### config.mk
export PLATFORM = sky130hd
export DESIGN_NAME = counter_scheduler
export DESIGN_NICKNAME = d
export VERILOG_FILES = /design/src/rtl/counter_scheduler.sv
export SDC_FILE = /design/constraint.sdc
export NUM_CORES = 1
export LEC_CHECK = 0
export CAP_MARGIN = 15
export CORE_ASPECT_RATIO = 0.75
export CORE_MARGIN = 5
export CORE_UTILIZATION = 38
export DETAILED_ROUTE_END_ITERATION = 7
export PLACE_DENSITY = 0.8
export SYNTH_ARGS = -nofsm -noshare
export SYNTH_HDL_FRONTEND = slang
export SYNTH_SLANG_ARGS = --single-unit
export TNS_END_PERCENT = 100
### constraint.sdc
create_clock -name clock -period 2.2 [get_ports clock]
set_input_delay 0.33 -clock clock [delete_from_list [all_inputs] [get_ports clock]]
set_output_delay 0.33 -clock clock [all_outputs]
set_load 0.01 [all_outputs]
### src/rtl/counter_scheduler.sv
// Round-robin scheduler that time-shares one external counter between requesters needing programmable delays.
// Optional macro COUNTER_SCHEDULER_ABORT_EN lets the owner cancel its transaction by dropping req.
module counter_scheduler #(
   parameter int Size       = 5,
   parameter int Requesters = 4
) (
   input  logic                       clock,
   input  logic                       reset,
   input  logic [Requesters-1:0]      req,
   input  logic [Requesters*Size-1:0] delay,
   input  logic [Size-1:0]            count,
   output logic                       counter_reset,
   output logic [Requesters-1:0]      grant,
   output logic [Requesters-1:0]      done,
   output logic                       busy
);

   localparam int PtrW = (Requesters > 1) ? $clog2(Requesters) : 1;

   typedef enum logic [1:0] {
      IDLE,
      RUN,
      DONE
   } state_t;

   state_t                state_q, state_d;
   logic [PtrW-1:0]       ptr_q, ptr_d;
   logic [Size-1:0]       delay_q, delay_d;
   logic [Requesters-1:0] grant_q, grant_d;
   logic [Requesters-1:0] done_q, done_d;
   logic                  counter_reset_q, counter_reset_d;

   logic                  found;
   logic [PtrW-1:0]       sel_idx;
   logic [PtrW-1:0]       cand_idx;
   logic [Size-1:0]       sel_delay;
   logic                  abort;
   int                    cand;

   // Search upward from the slot after the last winner, wrapping at Requesters.
   always_comb begin
      found     = 1'b0;
      sel_idx   = ptr_q;
      cand      = 0;
      cand_idx  = '0;
      sel_delay = '0;
      for (int i = 1; i <= Requesters; i++) begin
         cand = int'(ptr_q) + i;
         if (cand >= Requesters) begin
            cand = cand - Requesters;
         end
         cand_idx = PtrW'(cand);
         if (!found && req[cand_idx]) begin
            found   = 1'b1;
            sel_idx = cand_idx;
         end
      end
      for (int i = 0; i < Requesters; i++) begin
         if (int'(sel_idx) == i) begin
            sel_delay = delay[i*Size +: Size];
         end
      end
   end

`ifdef COUNTER_SCHEDULER_ABORT_EN
   assign abort = ~|(req & grant_q);
`else
   assign abort = 1'b0;
`endif

   always_comb begin
      state_d         = state_q;
      ptr_d           = ptr_q;
      delay_d         = delay_q;
      grant_d         = grant_q;
      done_d          = done_q;
      counter_reset_d = counter_reset_q;
      case (state_q)
         IDLE: begin
            if (found) begin
               grant_d          = '0;
               grant_d[sel_idx] = 1'b1;
               delay_d          = sel_delay;
               ptr_d            = sel_idx;
               counter_reset_d  = 1'b0;
               state_d          = RUN;
            end
         end
         RUN: begin
            // Abort wins over a same-cycle match; the pointer stays on the aborted owner.
            if (abort) begin
               grant_d         = '0;
               counter_reset_d = 1'b1;
               state_d         = IDLE;
            end else if (count == delay_q) begin
               done_d          = grant_q;
               counter_reset_d = 1'b1;
               state_d         = DONE;
            end
         end
         DONE: begin
            grant_d = '0;
            done_d  = '0;
            state_d = IDLE;
         end
         default: begin
            grant_d         = '0;
            done_d          = '0;
            counter_reset_d = 1'b1;
            state_d         = IDLE;
         end
      endcase
   end

   always_ff @(posedge clock) begin
      if (reset) begin
         state_q         <= IDLE;
         ptr_q           <= PtrW'(Requesters - 1);
         delay_q         <= '0;
         grant_q         <= '0;
         done_q          <= '0;
         counter_reset_q <= 1'b1;
      end else begin
         state_q         <= state_d;
         ptr_q           <= ptr_d;
         delay_q         <= delay_d;
         grant_q         <= grant_d;
         done_q          <= done_d;
         counter_reset_q <= counter_reset_d;
      end
   end

   assign counter_reset = counter_reset_q;
   assign grant         = grant_q;
   assign done          = done_q;
   assign busy          = (state_q != IDLE);

endmodule
==> impl_metrics.csv, run 1 <==
group,metric,value,unit
yosys,syn_nets,146,
cells_and_area,nets,189,
timing,slew_headroom,0.757,
hold_path,min_path_type,"flip-flop to flip-flop",
placed_design,place_ws,24.8,ps
cts,tritoncts,"yes",
cts,cts_setup_buffers,0,
worst_setup_path,worst_ep_arrival_time,1540,ps
power_and_ir_drop,p_leak,0.000614,µW
global_route,grt_start_max_net_pins,19,
timing,max_freq,535,MHz
yosys,syn_area_per_cell,8.66,µm²
placed_design,portBuffers,40,
cells_and_area,n_fill_cell,239,
status,status,"complete, no violations",
hold_path,min_to,"counter_reset",
hold_path,worstHoldStart,"counter_reset",
cts,clk_latency,290,ps
flow_run,cap_violations,0,
floorplanning,core_region_area,2560,µm²
global_route,grt_pass1_vias,1001,
timing,setup_slack,331,ps
cells_and_area,area_growth,49.9,%
cells_and_area,multi_input_area,601,µm²
timing,layout_min_cycle_time,1870,ps
timing,setup_tns,0,ps
placed_design,dp_hpwl,2020,µm
floorplanning,die_x,69.1,µm
worst_setup_path,r2r_start,"ptr_q[0]",
cells_and_area,diodes,0,
power_and_ir_drop,ir_worst_vdd,0.285,mV
timing,fin_crit_sh,0.850,
global_route,grtUsageTotal,0.143,
floorplanning,fp-row-count,16,
cts,cts-resized-gates,0,
route,wl_per_cell,13.0,µm
yosys,syn_inst,115,
timing,drv_slew,0,
global_route,grt.overflow.total,0,
worst_setup_path,setup.worst_path.class,"flip-flop to output port",
timing,whs,486,ps
route,dr.first_iter.drc_count,37,
yosys,synth_seq_area_share,0.362,
route,num_vias,959,
yosys,yosys_register_bits,18,
cts,htreeDepth,1,
placed_design,gp_congestion,0.778,
route,routed_via_density,4.97,
worst_setup_path,end_kind,"output port",
worst_setup_path,reg2reg_to,"delay_q[4]",
route,first_pass_iters,4,
timing,worst_pin_slew,361,ps
yosys,yosysWarnings,0,
floorplanning,fp.dieH,54.3,µm
timing,hold_viol,0,
floorplanning,ios,41,
cts,clock-root-buffer,"clkbuf_4",
global_route,grt_pass1_wl,4240,µm
cells_and_area,drive_above_1_share,0.0892,
floorplanning,initial_core_util,0.389,
route,drcViolationCount,0,
worst_setup_path,path_max_fanout,9,
hold_path,min_path_cells,2,
worst_setup_path,regToRegSetupSlack,450,ps
cells_and_area,layout.area.seq,360,µm²
timing,setup_viol,0,
cts,cts.clk_slew.worst_paths,100,ps
power_and_ir_drop,power_density,601,nW/µm²
yosys,syn-cell-area,996,µm²
cts,cts_sinks,18,
yosys,synth_cell_types,33,
worst_setup_path,r2r_cells,7,
cts,cts_made_buffers,3,
route,ant_nets,0,
floorplanning,dieArea,3760,µm²
worst_setup_path,cp.required,1870,ps
cts,cts_max_path_buffers,2,
route,routed_wl,2500,µm
worst_setup_path,cp-start-kind,"flip-flop",
global_route,antenna_found_initial,0,
timing,rsz0062_at_grt,"no",
cts,cts_hold_buffers,0,
timing,finalClockSkew,3.25,ps
cells in the final DEF (no fill, tap or decap):
cell type        netlist  final
clkdlybuf4s50_1        0     40
nor2_1                18     18
dfxtp_1               18     18
mux2i_1               10     10
nor3_1                 8      8
nand3_1                5      5
o21ai_0                5      5
nand3b_1               5      5
a21oi_1                4      4
o211a_1                4      4
o31ai_1                4      4
buf_4                  0      4
xnor2_1                3      3
nand2b_1               3      3
clkbuf_4               0      3
xor2_1                 2      2
nand2_1                2      2
o21a_1                 2      2
or2_2                  1      1
nor4_1                 1      1
or2_1                  1      1
or2b_1                 1      1
nor2b_4                1      1
nor2b_1                1      1
nor3_4                 1      1
mux2_2                 1      1
or3_1                  1      1
o21ai_2                1      1
a32oi_1                1      1
a22oi_1                1      1
a211o_1                1      1
o21bai_1               1      1
a2bb2oi_1              1      1
clkbuf_8               0      1
buf_12                 0      1
worst max-delay path by stage:
stage	from	slack, ps	end	cells past startpoint
final	state_q[1]	330	busy	2
after floorplan	state_q[1]	560	ptr_q[0]	5
after global routing	state_q[1]	260	busy	2
after CTS	state_q[1]	320	busy	2
after detailed placement	req[1]	20	delay_q[4]	8
after global placement	req[1]	110	delay_q[1]	8
through the flow:
step,std cells,cell area (µm²),total power [µW],util
5_1_grt,193,1490,959,0.583
3_5_place_dp,189,1460,708,0.568
2_1_floorplan,115,996,576,-
3_3_place_gp,189,1460,698,0.568
4_1_cts,193,1490,909,0.583
6_report,193,1490,898,0.583
critical path, stage by stage, from the launching register on:
cell,delay (ps)
dfxtp_1,400
or2_2,350
clkdlybuf4s50_1,490
cells in the mapped netlist:
library cell / n / area share
dfxtp_1: 18 / 0.36
nor2_1: 18 / 0.068
mux2i_1: 10 / 0.10
nor3_1: 8 / 0.040
clkbuf_1: 5 / 0.019
nand3_1: 5 / 0.025
nand3b_1: 5 / 0.038
o21ai_0: 5 / 0.025
a21oi_1: 4 / 0.020
o211a_1: 4 / 0.040
o31ai_1: 4 / 0.030
nand2b_1: 3 / 0.019
xnor2_1: 3 / 0.026
nand2_1: 2 / 0.0075
o21a_1: 2 / 0.015
xor2_1: 2 / 0.018
a211o_1: 1 / 0.0088
a22oi_1: 1 / 0.0075
a2bb2oi_1: 1 / 0.0088
a32oi_1: 1 / 0.0088
buf_2: 1 / 0.0050
buf_6: 1 / 0.011
mux2_2: 1 / 0.011
nor2b_1: 1 / 0.0063
nor2b_4: 1 / 0.014
nor3_4: 1 / 0.016
nor4_1: 1 / 0.0063
o21ai_2: 1 / 0.0088
o21bai_1: 1 / 0.0075
or2_1: 1 / 0.0063
or2_2: 1 / 0.0063
or2b_1: 1 / 0.0075
or3_1: 1 / 0.0063
power by group:
part	leakage, µW	internal [µW]	total [µW]	switching [µW]
clock network	0.0000210	101	200	99.5
logic	0.000445	179	313	134
registers	0.000148	358	385	26.7
total	0.000614	638	898	260
area by class of cell:
cell class / instances / area share
Timing Repair Buffer: 45 / 0.302
Clock buffer: 4 / 0.0243
Sequential cell: 18 / 0.241
Multi-Input combinational cell: 90 / 0.402
Tap cell: 36 / 0.0302
registers in the layout (all words and copies together) (netlist names):
name	cells
grant	4
counter_reset	1
state_q	2
done	4
delay_q	5
ptr_q	2
cells by family (layout without fill, tap and decap cells):
group                     count (synthesis)  in the layout  synth area share
xor gates and xnor gates                  5              5            0.0440
buffers and inverters                     7             49            0.0352
and+or+nand+nor                          49             49             0.266
DFF                                      18             18             0.362
muxes                                    11             11             0.112
AOI/OAI and AO/OA                        25             25             0.181
layer usage:
layer,share of wire,vias up,track usage,wire length (µm)
met3,0.052,0,0.0569,130
met1,0.44,445,0.149,1090
li1,-,495,-,-
met5,0,-,0,0
met4,0,0,0.0195,0
met2,0.51,19,0.283,1280
No activity file was read; power rests on OpenSTA's default activity.
==> inputs of run 2 (changes only) <==
PLACE_DENSITY = 0.83   (was 0.8)
clock period = 1.7 ns   (was 2.2 ns; I/O delays follow)
==> run 2 against run 1 <==
Combinational power rose by 58%. Design area is 11% higher. Highest routed layer is now met4. Non-clock buffer count is 13 higher. Critical endpoint is now delay_q[2]. Routed wire length is 18% higher. Setup slack lost 290 ps. Clock skew up 8.0 ps. First-iteration DRC count grew to 2.9 times the previous value.
==> impl_metrics.csv, run 2 (synthesis results as in run 1) <==
group,metric,value,unit
worst_setup_path,cp_top_family,"flip-flops",
floorplanning,core_region_area,2560,µm²
cells_and_area,drive_above_1_share,0.218,
worst_setup_path,end_kind,"flip-flop",
global_route,grt_pass1_wl,4490,µm
power_and_ir_drop,p_seq_frac,0.400,
worst_setup_path,cp-start-kind,"flip-flop",
worst_setup_path,path_max_fanout,5,
cts,cts.clk_slew.worst_paths,100,ps
timing,slew_headroom,0.785,
worst_setup_path,worstPathCellList,"nor2b_4 -> o21a_1 -> nor3_4 -> clkbuf_16 -> mux2i_1 -> mux2_4 -> o21ai_2",
timing,layout_min_cycle_time,1660,ps
worst_setup_path,setup.worst_path.class,"flip-flop to flip-flop",
cts,cts_hold_buffers,0,
floorplanning,initial_core_util,0.389,
floorplanning,dieArea,3760,µm²
cells_and_area,nets,202,
worst_setup_path,cp.required,1940,ps
route,ant_nets,0,
cells_and_area,n_fill_cell,223,
cts,tritoncts,"yes",
power_and_ir_drop,intPower,885,µW
route,drcViolationCount,0,
global_route,grt_start_max_net_pins,19,
global_route,antenna_found_initial,0,
global_route,grt.overflow.total,0,
cells_and_area,area_growth,67.0,%
cts,clk_latency,300,ps
flow_run,cap_violations,0,
timing,rsz0062_at_grt,"yes",
hold_path,min_path_type,"flip-flop to flip-flop",
timing,drv_slew,0,
worst_setup_path,slowest_stage,"dfxtp_4",
power_and_ir_drop,comb_power_share,0.392,
timing,setup_slack,41.8,ps
placed_design,portBuffers,40,
cts,cts_made_buffers,3,
route,routed_wl,2960,µm
cells_and_area,final_common_cell,"clkdlybuf4s50_1",
placed_design,place_ws,-377,ps
floorplanning,ios,41,
global_route,grt_pass1_vias,1050,
cells_and_area,layout.area.seq,364,µm²
placed_design,place_inst,200,
power_and_ir_drop,p_sw,373,µW
cells_and_area,final_cell_mix,"clkdlybuf4s50_1 (35), nor2_1 (17), dfxtp_1 (17)",
cells_and_area,multi_input_area,647,µm²
route,routed_via_density,5.24,
power_and_ir_drop,clkPwrFrac,0.208,
worst_setup_path,max_stage_delay,390,ps
cts,clock-root-buffer,"clkbuf_4",
route,dr.first_iter.drc_count,106,
cells_and_area,max_flop_register,"delay_q",
cells_and_area,diodes,0,
cts,cts_max_path_buffers,2,
floorplanning,fp.dieH,54.3,µm
timing,worst_pin_slew,322,ps
cells_and_area,largest_reg_flops,5,
route,first_pass_iters,4,
power_and_ir_drop,p_leak,0.000740,µW
power_and_ir_drop,power_density,757,nW/µm²
cts,cts_sinks,18,
timing,finalClockSkew,11.2,ps
timing,hold_viol,0,
worst_setup_path,critPathBufInv,1,
timing,fin_crit_sh,0.975,
route,num_vias,1080,
status,status,"complete, no violations",
floorplanning,fp-row-count,16,
global_route,grtUsageTotal,0.150,
cells_and_area,final_cells,206,
floorplanning,die_x,69.1,µm
timing,max_freq,603,MHz
placed_design,gp_congestion,0.842,
timing,setup_viol,0,
route,wl_per_cell,14.3,µm
cts,htreeDepth,1,
power_and_ir_drop,ir_worst_vdd,0.420,mV
worst_setup_path,worst_ep_arrival_time,1900,ps
power_and_ir_drop,p_sw_frac,0.297,
placed_design,dp_hpwl,2230,µm
## run 2: cell types whose count changed in the layout (fill, tap and decap cells not counted), sizes merged
| cell | change |
|---|---|
| dlygate4sd2 | +2 |
| clkbuf | +1 |
| clkdlybuf4s50 | -5 |
| buf | +12 |
| dlymetal6s2s | +3 |
## run 2: worst min-delay path: cells and delay by family, from the launching register on
| kind | cells | cell delay (ps) |
|---|---|---|
| flops | 1 | 340 |
| compound gates | 1 | 60 |
| simple gates | 1 | 60 |
## run 2: metrics by stage
step | power, µW | area (µm²) | setup TNS (ps) | hold slack [ps] | util
after detailed placement | 949 | 1540 | -4370 | 457 | 0.601
after floorplan | 745 | 996 | 0 | 449 | -
final | 1260 | 1660 | 0 | 483 | 0.649
after global routing | 1340 | 1660 | -186 | 515 | 0.649
after global placement | 931 | 1540 | -3120 | 453 | 0.601
after CTS | 1220 | 1600 | 0 | 483 | 0.625
## run 2: timing repair
| action | 4_1_cts | 5_1_grt |
|---|---|---|
| endpoints found under the hold margin | 0 | 0 |
| endpoints found under the setup margin | 8 | 13 |
| pin swaps | 1 | 6 |
| gates cloned | 0 | 1 |
| buffers inserted | 1 | 0 |
| gates resized for setup | 8 | 10 |
## run 2: layer usage
layer / vias up / global-route usage / share of wire
met4: 0 / 0.0390 / 0.0030
li1: 521 / - / -
met2: 37 / 0.296 / 0.51
met3: 2 / 0.0569 / 0.065
met5: - / 0 / 0
met1: 520 / 0.153 / 0.42
## run 2: final timing paths
check                                     end  depth (start not counted)  slack, ps     startpoint
worst max-delay path               delay_q[2]                          7         40       ptr_q[0]
worst min-delay path            counter_reset                          2        480  counter_reset
worst max register to register     delay_q[2]                          7         40       ptr_q[0]
worst min register to register  counter_reset                          2        480  counter_reset
## run 2: layout make-up
cell class,count,area share
timing repair buffer,58,0.343
tap,36,0.0271
clock buffer,4,0.0218
sequential,18,0.219
multi-input combinational,90,0.389
## run 2: power by group through the flow
stage | clock network (µW) | registers (µW) | logic, µW
final | 262 | 503 | 493
after global routing | 299 | 508 | 531
after CTS | 267 | 500 | 451
after detailed placement | 0 | 508 | 440
after global placement | 0 | 505 | 426
after floorplan | 0 | 506 | 239
==> inputs of run 3 (changes only) <==
CORE_MARGIN = 2   (was 5)
TNS_END_PERCENT = 5   (was 100)
==> run 3 against run 2 <==
Via count fell by 1.0%. Sequential cell count is the same. Fmax fell by 0.73%. Hold slack improved by 17 ps. Register-to-register slack hardly changed. Final cell count shrank 2.4%. Die area shrank 19%. Clock power hardly changed.
==> impl_metrics.csv, run 3 (synthesis results as in run 1) <==
group,metric,value,unit
status,status,"complete, no violations",
route,ant_nets,0,
cts,tritoncts,"yes",
route,drcViolationCount,0,
route,routed_via_density,5.32,
cells_and_area,nets,197,
worst_setup_path,cp_top_family,"compound AO/OA/AOI/OAI gates",
cts,cts_hold_buffers,0,
cells_and_area,area_growth,61.2,%
floorplanning,core_region_area,2540,µm²
floorplanning,dieArea,3050,µm²
timing,worst_pin_slew,406,ps
timing,layout_min_cycle_time,1670,ps
global_route,grt_start_max_net_pins,19,
worst_setup_path,setup.worst_path.class,"flip-flop to flip-flop",
cts,cts.clk_slew.worst_paths,100,ps
worst_setup_path,r2r_start,"ptr_q[0]",
cells_and_area,final_cell_mix,"clkdlybuf4s50_1 (35), nor2_1 (17), dfxtp_1 (17)",
hold_path,min_to,"counter_reset",
power_and_ir_drop,p_leak,0.000704,µW
timing,finalClockSkew,3.91,ps
timing,hold_viol,0,
hold_path,worstHoldStart,"counter_reset",
cts,cts_setup_buffers,0,
cts,cts_max_path_buffers,2,
timing,rsz0062_at_grt,"yes",
worst_setup_path,path_max_fanout,9,
route,routed_wl,3000,µm
timing,slew_headroom,0.727,
power_and_ir_drop,p_sw,368,µW
cts,cts_made_buffers,3,
worst_setup_path,worst_ep_arrival_time,1890,ps
power_and_ir_drop,comb_power_share,0.378,
flow_run,cap_violations,0,
placed_design,gp_congestion,0.807,
route,wl_per_cell,14.9,µm
power_and_ir_drop,clkPwrFrac,0.215,
placed_design,place_ws,-324,ps
power_and_ir_drop,p_sw_frac,0.299,
worst_setup_path,cp-start-kind,"flip-flop",
cts,clock-root-buffer,"clkbuf_4",
floorplanning,fp.dieH,48.3,µm
cells_and_area,largest_reg_flops,5,
route,first_pass_iters,4,
route,num_vias,1069,
worst_setup_path,critPathBufInv,0,
power_and_ir_drop,ir_worst_vdd,0.350,mV
floorplanning,fp-row-count,16,
route,dr.first_iter.drc_count,69,
worst_setup_path,crit_path_start,"ptr_q[0]",
cells_and_area,drive_above_1_share,0.170,
hold_path,min_path_type,"flip-flop to flip-flop",
timing,setup_slack,29.7,ps
worst_setup_path,end_kind,"flip-flop",
cells_and_area,max_flop_register,"delay_q",
timing,fin_crit_sh,0.983,
placed_design,portBuffers,40,
power_and_ir_drop,intPower,864,µW
global_route,grt_pass1_wl,4600,µm
timing,drv_slew,0,
floorplanning,initial_core_util,0.392,
global_route,grt_pass1_vias,1024,
global_route,grt.overflow.total,0,
power_and_ir_drop,power_density,768,nW/µm²
cells_and_area,diodes,0,
floorplanning,ios,41,
cts,cts_sinks,18,
cells_and_area,final_common_cell,"clkdlybuf4s50_1",
worst_setup_path,worstPathCellList,"or2b_1 -> nor3_1 -> o21ai_0 -> o21a_1 -> o211a_1 -> o31ai_1",
power_and_ir_drop,p_seq_frac,0.407,
global_route,grtUsageTotal,0.187,
cts,clk_latency,300,ps
worst_setup_path,r2r_cells,6,
timing,max_freq,599,MHz
worst_setup_path,regToRegSetupSlack,30,ps
worst_setup_path,max_stage_delay,380,ps
timing,whs,500,ps
cts,htreeDepth,1,
worst_setup_path,slowest_stage,"dfxtp_4",
hold_path,min_path_cells,2,
worst_setup_path,reg2reg_to,"delay_q[4]",
global_route,antenna_found_initial,0,
timing,setup_viol,0,
placed_design,dp_hpwl,2090,µm
worst_setup_path,cp.required,1920,ps
floorplanning,die_x,63.1,µm
==> run 3: per-stage QoR <==
step | instances | setup TNS (ps) | util | total power, µW | cell area [µm²]
floorplan | 115 | 0 | - | 745 | 996
finish | 201 | 0 | 0.631 | 1230 | 1610
CTS | 200 | 0 | 0.607 | 1200 | 1540
global placement | 196 | -3250 | 0.594 | 923 | 1510
global route | 201 | -550 | 0.631 | 1310 | 1610
detailed placement | 196 | -4170 | 0.594 | 933 | 1510
==> run 3: timing repair <==
action,4_1_cts,5_1_grt
cloned,0,1
pin swaps,1,7
resized for setup,1,13
endpoints found under the setup margin,2,11
==> run 3: worst max path at each step <==
stage	to	cells after the start	slack (ps)
after floorplan	ptr_q[0]	5	60
after global placement	delay_q[0]	8	-280
after detailed placement	delay_q[0]	8	-320
after CTS	delay_q[0]	8	10
after global routing	delay_q[4]	6	-140
final	delay_q[4]	6	30
==> run 3: cell type report <==
cell class / count / area, µm²
clock buffer: 4 / 36.3
fill: 222 / 937
multi-input combinational: 90 / 623
sequential: 18 / 364
tap: 36 / 45.0
timing repair buffer: 53 / 537
==> run 3: worst reg2reg max path, cell delays in order, from the launching register on <==
cell     delay [ps]
dfxtp_4         380
or2b_1          270
nor3_1          230
o21ai_0         110
o21a_1          240
o211a_1         160
o31ai_1         190
==> run 3: layer usage <==
metal	GRT usage	routed length (µm)	vias up
met2	0.314	1480	42
met1	0.234	1230	508
met3	0.0744	248	4
li1	-	-	515
met5	0	0	-
met4	0.0222	36	0
==> run 3: power groups by stage <==
stage,Clock [µW],Combinational (µW),Sequential [µW]
6_report,265,465,502
5_1_grt,296,504,508
4_1_cts,273,425,498
3_5_place_dp,0,425,508
3_3_place_gp,0,416,507
2_1_floorplan,0,239,506
